<file path="src/rtl/ips2l_sync_filter_v1_0.sv">
// ips2l_sync_filter_v1_0
// Multi-channel synchroniser for asynchronous status/control flags.
// Each channel has a SYNC_STAGES-deep flop chain, an optional stability
// filter that only adopts a new level after FILTER_CYCLES consecutive
// mismatching samples, rise/fall pulse generation and a sticky glitch flag.
// Channels share only the clock and reset; there is no cross-channel logic.
module ips2l_sync_filter_v1_0 #(
  parameter int unsigned           DATA_WIDTH    = 1,
  parameter int unsigned           SYNC_STAGES   = 2,
  parameter int unsigned           FILTER_CYCLES = 0,
  parameter logic [DATA_WIDTH-1:0] DFT_VALUE     = {DATA_WIDTH{1'b0}}
) (
  input  logic                  clk,
  input  logic                  rst,
  input  logic [DATA_WIDTH-1:0] sig_async,
  input  logic [DATA_WIDTH-1:0] clr_glitch,
  output logic [DATA_WIDTH-1:0] sig_synced,
  output logic [DATA_WIDTH-1:0] rise_pulse,
  output logic [DATA_WIDTH-1:0] fall_pulse,
  output logic [DATA_WIDTH-1:0] glitch_seen
);

  // Reject illegal configurations at elaboration time.
  if (SYNC_STAGES < 2 || SYNC_STAGES > 8) begin : g_bad_stages
    $error("ips2l_sync_filter_v1_0: SYNC_STAGES must be in 2..8");
  end
  if (DATA_WIDTH < 1 || DATA_WIDTH > 32) begin : g_bad_width
    $error("ips2l_sync_filter_v1_0: DATA_WIDTH must be in 1..32");
  end
  if (FILTER_CYCLES > 65535) begin : g_bad_filter
    $error("ips2l_sync_filter_v1_0: FILTER_CYCLES must be in 0..65535");
  end

  // stage[0] is the only flop allowed to go metastable; only stage[1] reads it.
  logic [DATA_WIDTH-1:0] stage [SYNC_STAGES];
  logic [DATA_WIDTH-1:0] s;          // synchronised, unfiltered sample
  logic [DATA_WIDTH-1:0] level;      // qualified level (filter output)
  logic [DATA_WIDTH-1:0] glitch_set; // a mismatch vanished before qualifying
  logic [DATA_WIDTH-1:0] f_d;        // previous qualified level
  logic [DATA_WIDTH-1:0] glitch_q;

  // Synchroniser chain: shift the raw input through SYNC_STAGES flops.
  always_ff @(posedge clk) begin
    if (rst) begin
      for (int i = 0; i < SYNC_STAGES; i++) stage[i] <= DFT_VALUE;
    end else begin
      stage[0] <= sig_async;
      for (int i = 1; i < SYNC_STAGES; i++) stage[i] <= stage[i-1];
    end
  end

  assign s = stage[SYNC_STAGES-1];

  if (FILTER_CYCLES == 0) begin : g_bypass
    assign level      = s;
    assign glitch_set = '0;
  end else begin : g_filter
    localparam int unsigned CNT_W = $clog2(FILTER_CYCLES + 1);
    localparam logic [CNT_W-1:0] CNT_LAST = CNT_W'(FILTER_CYCLES - 1);

    logic [CNT_W-1:0]      cnt [DATA_WIDTH];
    logic [DATA_WIDTH-1:0] f;

    // Stability filter: count consecutive mismatches, adopt s on the last one.
    // cnt never exceeds CNT_LAST because reaching it always resets it.
    always_ff @(posedge clk) begin
      if (rst) begin
        f <= DFT_VALUE;
        for (int i = 0; i < DATA_WIDTH; i++) cnt[i] <= '0;
      end else begin
        for (int i = 0; i < DATA_WIDTH; i++) begin
          if (s[i] == f[i]) begin
            cnt[i] <= '0;
          end else if (cnt[i] == CNT_LAST) begin
            f[i]   <= s[i];
            cnt[i] <= '0;
          end else begin
            cnt[i] <= cnt[i] + CNT_W'(1);
          end
        end
      end
    end

    // A partially counted mismatch that ends early is a glitch.
    always_comb begin
      glitch_set = '0;
      for (int i = 0; i < DATA_WIDTH; i++) begin
        glitch_set[i] = (s[i] == f[i]) && (cnt[i] != '0);
      end
    end

    assign level = f;
  end

  // Previous-level register for edge detection.
  always_ff @(posedge clk) begin
    if (rst) f_d <= DFT_VALUE;
    else     f_d <= level;
  end

  // Sticky glitch flag; a new event wins over a simultaneous clear.
  always_ff @(posedge clk) begin
    if (rst) glitch_q <= '0;
    else     glitch_q <= (glitch_q & ~clr_glitch) | glitch_set;
  end

  // Pulses are forced low while reset is held so nothing leaks out of reset.
  assign sig_synced  = level;
  assign rise_pulse  = level & ~f_d & {DATA_WIDTH{~rst}};
  assign fall_pulse  = ~level & f_d & {DATA_WIDTH{~rst}};
  assign glitch_seen = glitch_q;

endmodule

</file>
<file path="config.mk">
export PLATFORM = sky130hd
export DESIGN_NAME = ips2l_sync_filter_v1_0
export DESIGN_NICKNAME = d
export VERILOG_FILES = /design/src/rtl/ips2l_sync_filter_v1_0.sv
export SDC_FILE = /design/constraint.sdc
export NUM_CORES = 1
export LEC_CHECK = 0
export ABC_AREA = 1
export CAP_MARGIN = 0
export CORE_AREA = 2 2 39 41
export DETAILED_ROUTE_END_ITERATION = 7
export DIE_AREA = 0 0 41 43
export PLACE_DENSITY = 0.3
export SYNTH_ARGS = -nofsm -noshare
export SYNTH_HDL_FRONTEND = slang
export SYNTH_SLANG_ARGS = --single-unit
</file>
<file path="constraint.sdc">
create_clock -name clk -period 0.85 [get_ports clk]
set_clock_uncertainty 0.15 [all_clocks]
set_input_delay 0.1275 -clock clk [delete_from_list [all_inputs] [get_ports clk]]
set_output_delay 0.1275 -clock clk [all_outputs]
set_load 0.02 [all_outputs]
</file>
==> flow_metrics.tcl <==
set metrics [dict create \
    end_kind "output port" \
    globalRouteOverflowTotal 0 \
    dieArea_sq_um 1763 \
    num_io_pins 8 \
    synth_area_sq_um 127.6 \
    timing.fmax_mhz 883.2 \
    timing.rr.end "f_d" \
    synth.area.top_cells "dfxtp_1 (63%), nor2_1 (15%), inv_1 (8.8%)" \
    core-area_sq_um 1384 \
    routed_via_density 2.841 \
    num_rows 14 \
    regToRegSetupSlack_ns 0.12 \
    tightest_slew_ns 0.1230 \
    cp.required_ns 0.57 \
    clock_sinks 4 \
    root_buffer "clkbuf_4" \
    clk_path_buf_depth 2 \
    die_y_um 43 \
    htree_levels 1 \
    cp-start-kind "flop" \
    initial_core_util_pct 9.222 \
    num_vias 125 \
    worstPathCellList "nand2_4, nor2_4, buf_6" \
    io_buffers 7 \
    yosysTopAreaCell "dfxtp_1" \
    hp-class "input port to flop" \
    syn-instance-count 16 \
    arrival_ns 0.85 \
    grtUsageMet2_pct 5.313 \
    cts_hold_buf 0 \
    grt_util_met1_pct 4.167 \
    diodes 0 \
    leakage_uw 0.0001380 \
    hold_violations 0 \
    async_reset_ff_share_pct 0 \
    synth_nets 20 \
    grt_usage_pct 4.814 \
    p_per_area_nw_per_um2 1772 \
    grt_pass1_vias 137 \
    cts_buffers 3 \
    synth.avg_cell_area_sq_um 7.976 \
    relSlewSlack_pct 91.80 \
    antenna_left 0 \
    grtUsageMet3_pct 3.141 \
    finalWorstSetupSlack_ns -0.2822 \
    timing.hold.ws_ns 0.08314 \
    ys_warn_count 0 \
    dp.cells 39 \
    crit_buf_inv 1 \
    die_w_um 41 \
    drive_above_1_share_pct 57.14 \
    wire_per_inst_um 6.545 \
    worstSetupPathDepth 3 \
    grt_pass1_wl_um 476 \
    period_needed_ns 1.132 \
    drv_cap 0 \
    rr_worst_depth 2 \
    utilization_pct 20.52 \
    synth-edff-count 0 \
    rsz0062_at_grt "true" \
    initialDrtViolationCount 4 \
    layout.nets 33 \
    synth_cell_type_count 6 \
    total_power_uw 503.4 \
    max-vdd-ir-drop_v 0.0006810 \
    clk_latency_ns 0.24 \
    slowest_stage "dfxtp_4" \
    path_delay_family "flip-flops" \
    synth.most_common_cell "nor2_1" \
    syn2layout_area_growth_pct 122.5 \
    violations "setup timing" \
    busiest_layer "met4" \
    routabilityCongestion 0.5255 \
    synth_flop_cell "dfxtp_1" \
    critPathMaxStageDelay_ns 0.37 \
    synth_top_area_share_pct 62.75 \
    ys_seq_elements 4 \
    firstDrtPassIters 2 \
    reg2reg_from "stage[0][1]" \
    cts_tree "yes" \
    min_from "rst" \
    grt_antenna_before_repair 0 \
    period_share_pct 133.2 \
    setup_violations 4 \
    slew_viol_final 0 \
    crit_type "flop to output port" \
    layoutNonFillerInstCount 44 \
    netlist_top_cells_count "nor2_1 (5), dfxtp_1 (4), inv_1 (3)" \
    seq_area_frac_synth_pct 62.75 \
    dp.final_hpwl_um 208.2 \
    wl_um 288 \
    drc 0 \
    path_max_fanout 3 \
    grt_max_degree 4 \
    status "finished with violations" \
    hold_depth 2 \
    path_clk_slew_ns 0.04 \
    holdPathEnd "stage[0][1]" \
]
where the power goes:
part | switching, uW | internal, uW
combinational | 18.4 | 24.6
clock | 85.4 | 177
sequential | 5.55 | 193
total | 109 | 394
registers in the layout, indices dropped and copies added (netlist names):
register and cells:
f_d 1, stage 2, glitch_seen 1
how the worst max path moves through the flow:
stage                start         end  slack [ns]
6_report       stage[0][1]  rise_pulse       -0.28
3_3_place_gp           rst  fall_pulse       -0.86
3_5_place_dp           rst  fall_pulse       -0.87
2_1_floorplan  stage[0][1]  rise_pulse       -0.03
5_1_grt        stage[0][1]  rise_pulse       -0.33
4_1_cts        stage[0][1]  rise_pulse       -0.30
layer usage:
metal | up-vias | routed length (um)
met5 | - | 0
met4 | 0 | 0
met3 | 0 | 43
met2 | 8 | 122
met1 | 50 | 122
li1 | 67 | -
per-stage QoR:
stage          worst slack [ns]  setup TNS [ns]  instance area, sq um
3_5_place_dp            -0.8735          -3.170                 236.5
4_1_cts                 -0.2982         -0.9863                 284.0
5_1_grt                 -0.3332          -1.090                 284.0
6_report                -0.2822         -0.9338                 284.0
3_3_place_gp            -0.8562          -3.099                 236.5
2_1_floorplan          -0.02741        -0.04106                 146.4
area by class of cell:
class,instances,area (sq um)
repair buffers,8,81.33
multi-input cells,8,55.05
flip-flops and latches,4,86.33
inverters,4,15.01
well taps,16,20.02
clock buffers,4,26.28
fillers,153,1100
worst reg2reg max path, cell delays in order, from the launching register on:
cell and delay, ns:
dfxtp_4 0.36, nand2_4 0.08, inv_1 0.04
timing repair:
| action | in CTS | in global routing |
|---|---|---|
| pin swaps | 0 | 0 |
| endpoints found under the hold margin | 0 | 0 |
| gates resized for setup | 29 | 0 |
| endpoints found under the setup margin | 5 | 4 |
| buffers inserted | 1 | 0 |
logic make-up (layout without fill, tap and decap cells):
group,after synthesis,in the layout,share of synthesized area (%)
buf+inv,4,16,11.76
flops,4,4,62.75
simple gates,8,8,25.50
layout by cell type (no fill, tap or decap):
| cell type | n |
|---|---|
| buf_4 | 1 |
| buf_6 | 4 |
| clkbuf_1 | 1 |
| clkbuf_4 | 3 |
| clkdlybuf4s50_1 | 2 |
| dfxtp_1 | 1 |
| dfxtp_2 | 2 |
| dfxtp_4 | 1 |
| dlygate4sd2_1 | 1 |
| inv_1 | 3 |
| inv_2 | 1 |
| nand2_1 | 1 |
| nand2_2 | 1 |
| nand2_4 | 1 |
| nor2_1 | 3 |
| nor2_4 | 2 |
(Power assumes the default switching activity.)
